[config.mk]
export PLATFORM = sky130hd
export DESIGN_NAME = register_file_sb_flat
export DESIGN_NICKNAME = d
export VERILOG_FILES = /design/src/rtl/register_file_sb_pkg.sv /design/src/rtl/register_file_sb_if.sv /design/src/rtl/register_file_sb_reg_scoreboard.sv /design/src/rtl/register_file_sb.sv /design/src/flat_wrapper.sv
export SDC_FILE = /design/constraint.sdc
export NUM_CORES = 2
export LEC_CHECK = 0
export CORE_AREA = 2 2 380 382
export DETAILED_ROUTE_END_ITERATION = 10
export DIE_AREA = 0 0 382 384
export SETUP_SLACK_MARGIN = 0.05
export SYNTH_ARGS = -nofsm -noshare
export SYNTH_HDL_FRONTEND = slang
export SYNTH_SLANG_ARGS = --single-unit
[constraint.sdc]
create_clock -name clk -period 5.1 [get_ports clk]
set_input_delay 0.765 -clock clk [delete_from_list [all_inputs] [get_ports clk]]
set_output_delay 0.765 -clock clk [all_outputs]
set_load 0.1 [all_outputs]
[src/rtl/register_file_sb_pkg.sv]
// Shared widths and address-width helper for the pipelined register file.
// Defaults match the ISA word and register-count definitions.
package register_file_sb_pkg;

    localparam int WORD_WIDTH = 32;
    localparam int REG_COUNT  = 32;

    // Address width for a register count; never narrower than one bit.
    function automatic int addr_width(input int depth);
        return (depth <= 2) ? 1 : $clog2(depth);
    endfunction

endpackage

[src/rtl/register_file_sb_if.sv]
// Read, writeback, claim and flush bundle between issue/writeback and the register file.
// Master is the pipeline side; slave is the register file.
interface register_file_sb_if
    import register_file_sb_pkg::*;
#(
    parameter int WIDTH    = WORD_WIDTH,
    parameter int DEPTH    = REG_COUNT,
    parameter int NUM_READ = 2
);
    localparam int AW = addr_width(DEPTH);

    logic [NUM_READ*AW-1:0]    readAddr;
    logic [NUM_READ*WIDTH-1:0] readData;
    logic [NUM_READ-1:0]       readBusy;
    logic                      writeEn;
    logic [AW-1:0]             writeAddr;
    logic [WIDTH-1:0]          writeData;
    logic                      claimEn;
    logic [AW-1:0]             claimAddr;
    logic                      flush;
    logic                      anyPending;

    modport master (
        output readAddr, writeEn, writeAddr, writeData, claimEn, claimAddr, flush,
        input  readData, readBusy, anyPending
    );

    modport slave (
        input  readAddr, writeEn, writeAddr, writeData, claimEn, claimAddr, flush,
        output readData, readBusy, anyPending
    );

endinterface

[src/rtl/register_file_sb_reg_scoreboard.sv]
// Purpose: per-register pending-write bits with flush < release < claim priority.
// Latency: busy/anyPending combinational from current bits; updates on posedge.
// Backpressure: none; issue stalls on busy externally.
module reg_scoreboard #(
    parameter int DEPTH    = 32,
    parameter int AW       = 5,
    parameter int NUM_READ = 2,
    parameter int ZERO_REG = 1
) (
    input  logic                   clk,
    input  logic                   rst_n,
    input  logic [NUM_READ*AW-1:0] readAddr,
    input  logic                   writeEn,
    input  logic [AW-1:0]          writeAddr,
    input  logic                   claimEn,
    input  logic [AW-1:0]          claimAddr,
    input  logic                   flush,
    output logic [NUM_READ-1:0]    rawBusy,
    output logic                   anyPending
);

    logic [DEPTH-1:0] pending;
    logic [DEPTH-1:0] pending_nxt;

    // Claim is applied last so a producer issued alongside a flush or an
    // older writeback to the same register remains tracked.
    always_comb begin
        pending_nxt = pending;
        if (flush) begin
            pending_nxt = '0;
        end
        if (writeEn) begin
            pending_nxt[writeAddr] = 1'b0;
        end
        if (claimEn) begin
            pending_nxt[claimAddr] = 1'b1;
        end
        if (ZERO_REG != 0) begin
            pending_nxt[0] = 1'b0;
        end
    end

    always_ff @(posedge clk or negedge rst_n) begin
        if (!rst_n) begin
            pending <= '0;
        end else begin
            pending <= pending_nxt;
        end
    end

    always_comb begin
        rawBusy = '0;
        for (int i = 0; i < NUM_READ; i++) begin
            rawBusy[i] = pending[readAddr[i*AW +: AW]];
        end
    end

    assign anyPending = |pending;

endmodule

[src/rtl/register_file_sb.sv]
// Purpose: multi-port register file with writeback bypass and pending-write scoreboard.
// Latency: reads and busy are zero-cycle combinational; writes/claims land on posedge.
// Backpressure: none; consumers stall on readBusy.
module register_file_sb
    import register_file_sb_pkg::*;
#(
    parameter int WIDTH    = WORD_WIDTH,
    parameter int DEPTH    = REG_COUNT,
    parameter int NUM_READ = 2,
    parameter int BYPASS   = 1,
    parameter int ZERO_REG = 1
) (
    input  logic               clk,
    input  logic               rst_n,
    register_file_sb_if.slave  bus
);

    localparam int AW = addr_width(DEPTH);

    logic [WIDTH-1:0]    regs [DEPTH];
    logic                wr_ok;
    logic [NUM_READ-1:0] raw_busy;

    assign wr_ok = bus.writeEn && !((ZERO_REG != 0) && (bus.writeAddr == '0));

    always_ff @(posedge clk or negedge rst_n) begin
        if (!rst_n) begin
            for (int r = 0; r < DEPTH; r++) begin
                regs[r] <= '0;
            end
        end else if (wr_ok) begin
            regs[bus.writeAddr] <= bus.writeData;
        end
    end

    reg_scoreboard #(
        .DEPTH    (DEPTH),
        .AW       (AW),
        .NUM_READ (NUM_READ),
        .ZERO_REG (ZERO_REG)
    ) u_scoreboard (
        .clk        (clk),
        .rst_n      (rst_n),
        .readAddr   (bus.readAddr),
        .writeEn    (bus.writeEn),
        .writeAddr  (bus.writeAddr),
        .claimEn    (bus.claimEn),
        .claimAddr  (bus.claimAddr),
        .flush      (bus.flush),
        .rawBusy    (raw_busy),
        .anyPending (bus.anyPending)
    );

    // Outputs are forced to zero while reset is held so a bypassed write
    // in the reset cycle cannot leak onto readData.
    always_comb begin
        logic [AW-1:0] addr;
        logic          fwd;
        bus.readData = '0;
        bus.readBusy = '0;
        for (int i = 0; i < NUM_READ; i++) begin
            addr = bus.readAddr[i*AW +: AW];
            fwd  = (BYPASS != 0) && wr_ok && (bus.writeAddr == addr);
            if (!rst_n || ((ZERO_REG != 0) && (addr == '0))) begin
                bus.readData[i*WIDTH +: WIDTH] = '0;
            end else if (fwd) begin
                bus.readData[i*WIDTH +: WIDTH] = bus.writeData;
            end else begin
                bus.readData[i*WIDTH +: WIDTH] = regs[addr];
            end
            bus.readBusy[i] = raw_busy[i] && !fwd;
        end
    end

endmodule

[src/flat_wrapper.sv]
// flat-port wrapper written by rule: the top's interface ports become plain ports
module register_file_sb_flat import register_file_sb_pkg::*;
#(
    parameter int WIDTH    = WORD_WIDTH,
    parameter int DEPTH    = REG_COUNT,
    parameter int NUM_READ = 2,
    parameter int BYPASS   = 1,
    parameter int ZERO_REG = 1
)
  (clk, rst_n, bus_readAddr, bus_writeEn, bus_writeAddr, bus_writeData, bus_claimEn, bus_claimAddr, bus_flush, bus_readData, bus_readBusy, bus_anyPending);
  register_file_sb_if #(.WIDTH(WIDTH), .DEPTH(DEPTH), .NUM_READ(NUM_READ)) bus_i ();
  input  logic clk;
  input  logic rst_n;
  input wire logic [$bits(bus_i.readAddr)-1:0] bus_readAddr;
  input wire logic [$bits(bus_i.writeEn)-1:0] bus_writeEn;
  input wire logic [$bits(bus_i.writeAddr)-1:0] bus_writeAddr;
  input wire logic [$bits(bus_i.writeData)-1:0] bus_writeData;
  input wire logic [$bits(bus_i.claimEn)-1:0] bus_claimEn;
  input wire logic [$bits(bus_i.claimAddr)-1:0] bus_claimAddr;
  input wire logic [$bits(bus_i.flush)-1:0] bus_flush;
  output wire logic [$bits(bus_i.readData)-1:0] bus_readData;
  output wire logic [$bits(bus_i.readBusy)-1:0] bus_readBusy;
  output wire logic [$bits(bus_i.anyPending)-1:0] bus_anyPending;
  assign bus_i.readAddr = bus_readAddr;
  assign bus_i.writeEn = bus_writeEn;
  assign bus_i.writeAddr = bus_writeAddr;
  assign bus_i.writeData = bus_writeData;
  assign bus_i.claimEn = bus_claimEn;
  assign bus_i.claimAddr = bus_claimAddr;
  assign bus_i.flush = bus_flush;
  assign bus_readData = bus_i.readData;
  assign bus_readBusy = bus_i.readBusy;
  assign bus_anyPending = bus_i.anyPending;
  register_file_sb #(.WIDTH(WIDTH), .DEPTH(DEPTH), .NUM_READ(NUM_READ), .BYPASS(BYPASS), .ZERO_REG(ZERO_REG)) u_core (.clk(clk), .rst_n(rst_n), .bus(bus_i));
endmodule
* Word-level counts from Yosys, hierarchy flattened *
Cells that the tools add are included.

cells by class
  equal/unequal tests = 2
  multiplexer cells = 24
  order comparisons = 10
  bitwise gates (word level) = 6
  reductions and logical operators = 18

operator list
  cell                count
  $bwmux 1024         1
  $mux 32             12
  $bmux 32 s5         2
  $demux 32 s5        1
  $and 32x32->32      1
  $not 32->32         1
  $or 32x32->32       1
  $reduce_or 31->1    1
  $lt 5x6->1 const B  4
  $ge 6x6->1 const B  3
  $not 5->6           3
  $logic_not 5->1     3
  $bmux 1 s5          2
  $demux 1 s5         2
  $eq 5x5->1          2
  $ge 5x1->1 const B  2
  $logic_and 1x1->1   8
  $lt 6x1->1 const B  1
  $logic_not 1->1     4
  $mux 1              4
  $logic_or 1x1->1    2

storage, ports and cells
  word-level logic and storage cells = 93
  input bits = 57
  output and inout bits = 67
  bits in registers = 1055

* Longest topological paths before layout *
  depth after elaboration = 9
  depth in mapped cells = 9

* Hierarchy *
From an unflattened synthesis, not the netlist that was laid out.

unflattened totals
  cell total of the unflattened synthesis = 4064
  area, all modules = 57880.5 um^2

by module, submodules not included
  module            cells an instance  area an instance (um^2)  times used
  register_file_sb  3826               55737.2                  1
  reg_scoreboard    238                2143.3                   1

* Least setup slack after synthesis *
No wires, ideal clock.

  path kind = input to output
  start point = input port bus_readAddr[6]
  end point = output port bus_readBusy[1]
  path slack = 1138 ps
  arrival time = 3197 ps
  required time = 4335 ps
  path buffers = 3
  stages on the path = 7
  cells stage by stage = buf_2 buf_4 buf_1 mux4_2 mux4_2 mux2i_1 nor2_1

on the way
  longest elaborated chain between the ends = 4
  elaborated cells on any way between the ends = 6
  classes of those cells = eq/ne (1); mux (2); reduce/logical (3)

ends and longest elaborated chain
  what                                                RTL line                text
  from (decl)                                         flat_wrapper.sv:14      input wire logic [$bits(bus_i.readAddr)-1:0] bus_readAddr;
  branches (longest 3 deep; another with $bmux 1 s5)  -
  $logic_and 1x1->1 (*)                               register_file_sb.sv:71  bus.readBusy[i] = raw_busy[i] && !fwd;
  to (decl)                                           flat_wrapper.sv:22      output wire logic [$bits(bus_i.readBusy)-1:0] bus_readBusy;

Mark *: on every way between the ends. The select of a mux whose other input is x is not followed.

* Final worst setup path *
  start point = input port bus_writeAddr[1]
  end point = output port bus_readData[60]

on the way
  longest elaborated chain between the ends = 6
  elaborated cells on any way between the ends = 7
  classes of those cells = eq/ne (1); mux (2); reduce/logical (4)

ends and longest elaborated chain
  what                   RTL line                text
  from (decl)            flat_wrapper.sv:16      input wire logic [$bits(bus_i.writeAddr)-1:0] bus_writeAddr;
  $logic_not 5->1        register_file_sb.sv:24  assign wr_ok = bus.writeEn && !((ZERO_REG != 0) && (bus.writeAddr == '0));
  $logic_not 1->1        register_file_sb.sv:24
  $logic_and 1x1->1      register_file_sb.sv:24
  $logic_and 1x1->1 (*)  register_file_sb.sv:63  fwd = (BYPASS != 0) && wr_ok && (bus.writeAddr == addr);
  $mux 32 (*)            register_file_sb.sv:66  end else if (fwd) begin
  $mux 32 (*)            register_file_sb.sv:64  if (!rst_n || ((ZERO_REG != 0) && (addr == '0))) begin
  to (decl)              flat_wrapper.sv:21      output wire logic [$bits(bus_i.readData)-1:0] bus_readData;

Every way passes the cells marked *; elsewhere a longest branch is shown, timed or not.

==> metrics.md <==
| Metric | Value |
|---|---|
| Critical-path cell list | `clkdlybuf4s50_1 -> nor2_1 -> a21bo_2 -> nor4_1 -> nor2_4 -> buf_4 -> a32o_1 -> buf_12` |
| Number of max-cap violations | `0` |
| Std cell rows | `139` |
| Core area | `143000 sq um` |
| Worst hold path class | `reg2reg` |
| Dominant cell type by area after synthesis | `dfrtp_1` |
| Layout cells sized above 1 | `45.4%` |
| Critical path's largest stage delay | `between 800 and 900 ps` |
| # port buffers | `123` |
| # IOs | `124` |
| Netlist cell types | `51` |
| Pwr dens | `387 nW/um^2` |
| Die width | `382 um` |
| Slowest cell on crit path | `clkdlybuf4s50_1` |
| Initial Utilization | `39.8%` |
| RSZ-0062 raised after global routing | `false` |
| CTS tree | `yes` |
| H-Tree Depth | `3` |
| Total track usage | `25.8%` |
| Crit path buf inv count | `3` |
| Nets | `3934` |
| Final setup vio count | `0` |
| Ranking of synthesized cells by area | `dfrtp_1 (46%), mux2_2 (19%), mux4_2 (16%)` |
| Worst Setup Start Kind | `input pin` |
| Post-synth EDFFs | `0` |
| Initial antenna violation count | `5` |
| WL/cell | `32.2 um` |
| # fillers | `12500` |
| Worst endpoint required time | `approximately 4300 ps` |
| First-pass iteration count of the detailed router | `6` |
| Skew final | `0 ps` |
| Clk slew on worst S/H paths | `60 ps` |
| Syn_nets | `4004` |
| F_max | `slightly above 200 MHz` |
| Mean Syn Cell Area | `14.4 sq um` |
| Antenna viol nets, final | `0` |
| CTS buffer count | `about 120` |
| Clock latency on the worst-skew pair | `770 ps` |
| Fin crit period | `4950 ps` |
| Critical setup path kind | `in2out` |
| Die ar. | `147000 sq um` |
| DR vias | `37500` |
| Clk sinks | `between 1000 and 1500` |
| Synth async-reset ratio | `100%` |
| GP Congestion | `0.827` |
| Hold slack final | `between 300 and 400 ps` |
| Reg2Reg Launch Point | `u_core.u_scoreboard.pending[20]` |
| Synthesized cell area | `56800 sq um` |
| Seq/Total Area, Yosys | `46.5%` |
| Detailed placement HPWL | `107000 um` |
| CP endpoint kind | `output pin` |
| Clock Tree Buf Depth | `3` |
| Max_slew headroom | `20.2%` |
| Critical Path Start | `bus_writeAddr[1]` |
| Post-synth top area share | `46.5%` |
| Maximum fanout along the worst path | `12` |
| Root Driver | `clkbuf_16` |
| Worst path top cell family by delay | `buffers and inverters` |
| Area grow syn2layout | `14.1%` |
| Routed WL | `190000 um` |
| Final instance area | `64800 sq um` |
| Register bit total from synthesis | `1055` |
| Number of global-route vias before repair | `38000` |
| Global-route wire length before repair | `277000 um` |
| # DRC | `0` |
| Setup_tns | `0 ps` |
| P_leak | `between 20 and 30 nW` |
| Fin. max-slew vios | `0` |
| Total power | `25.1 mW` |
| Chip Height | `384 um` |
| Synthesized instance count | `about 4000` |
| Synthesis Warnings | `0` |
| Fin. Hold Viols | `0` |
| Post-Route Utilization | `a little under half` |
| Post-CTS Setup Inserts | `0` |
| Vias per Instance | `6.38` |
| Fin crit share | `between 90% and 100%` |
| Slew @ Worst Pin | `1190 ps` |
| Largest net degree at the start of global routing | `154` |
| Status | `finished, final reports clean` |
| Worst vdd rail ir drop | `about 320 uV` |
| Area of placed instances | `60900 sq um` |
| Grt total ovfl | `0` |
| HP Start | `u_core.regs[1008]` |
| Critical Path AT | `around 4200 ps` |
| First DRT Iteration DRCs | `3587` |
| Main flop type after synthesis | `dfrtp_1` |
metrics by stage:
stage,cells,worst slack (ps)
5_1_grt,5881,60.6
6_report,5881,151
3_5_place_dp,5660,238
2_1_floorplan,3947,1140
3_3_place_gp,5660,242
4_1_cts,5880,217
flip-flops by register name (all words and copies together), names as in the netlist:
signal	cells
u_core.u_scoreboard.pending	31
u_core.regs	1024
worst paths after layout:
check	end	slack, ps	cells after the start
max in group asynchronous	u_core.regs[906]	1750	5
min in group asynchronous	u_core.regs[961]	510	2
worst max register to register	u_core.u_scoreboard.pending[20]	4240	2
worst min-delay path	u_core.regs[1008]	390	0
worst min register to register	u_core.regs[1008]	390	0
worst max-delay path	bus_readData[60]	150	8
cells in the mapped netlist, drive strengths merged (25+ instances only):
master and number:
clkbuf 232, a32o 32, a22oi 64, nand2 52, dfrtp 1055, nor2b 34
buf 223, o22ai 32, mux2 993, nand3b 25, a21oi 33, o21ai 80
a221oi 64, o221ai 32, mux2i 325, mux4 402, a221o 32, nor2 57
a211oi 96
repair_timing:
action,CTS,global route
hold endpoints to repair,29,0
resized for setup,0,0
hold buffers,1,0
final cells by class:
type | count | area (sq um) | share of cell area [%]
Sequential cell | 1055 | 26400 | 40.7
Inverter | 19 | 71.3 | 0.110
Antenna cell | 1 | 2.50 | 0.00386
Tap cell | 1903 | 2380 | 3.67
Clock buffer | 183 | 3500 | 5.39
Clock inverter | 36 | 427 | 0.658
Timing Repair Buffer | 266 | 3490 | 5.38
Multi-Input combinational cell | 2418 | 28600 | 44.1
report_power, final:
group	leakage [nW]	internal (mW)	switching, mW
sequential	13.6	9.92	1.14
combinational	12.3	2.94	2.43
clock	1.93	4.97	3.68
per-layer routing:
| metal | vias to the layer above | part of all wire [%] | track usage [%] |
|---|---|---|---|
| li1 | 15200 | - | - |
| met1 | 20400 | 42 | 35.8 |
| met2 | 1495 | 47 | 40.8 |
| met3 | 354 | 6.7 | 4.31 |
| met4 | 4 | 3.9 | 9.95 |
| met5 | - | 0.013 | 0 |
cell families (layout without fill, tap and decap cells):
family	after synthesis	count (layout)	synth area share, %
AOI/OAI and AO/OA	485	485	6.40
xor gates and xnor gates	9	9	0.139
buffers and inverters	474	504	3.74
DFF	1055	1055	46.5
muxes	1720	1720	41.4
other	0	1	0
and+or+nand+nor	204	204	1.90
placed cells by master, fill, tap and decap left out, types with 34 or more instances in the layout:
cell type	instances
a211oi_1	96
a221oi_1	64
a22oi_1	64
buf_12	106
buf_4	105
clkbuf_1	34
clkbuf_16	117
clkdlybuf4s50_1	47
dfrtp_1	1055
mux2_1	41
mux2_2	952
mux2i_1	325
mux4_2	402
nand2_1	37
nor2_1	38
o21ai_0	36
o21ai_1	44
Power figures use the tool's default switching activity.
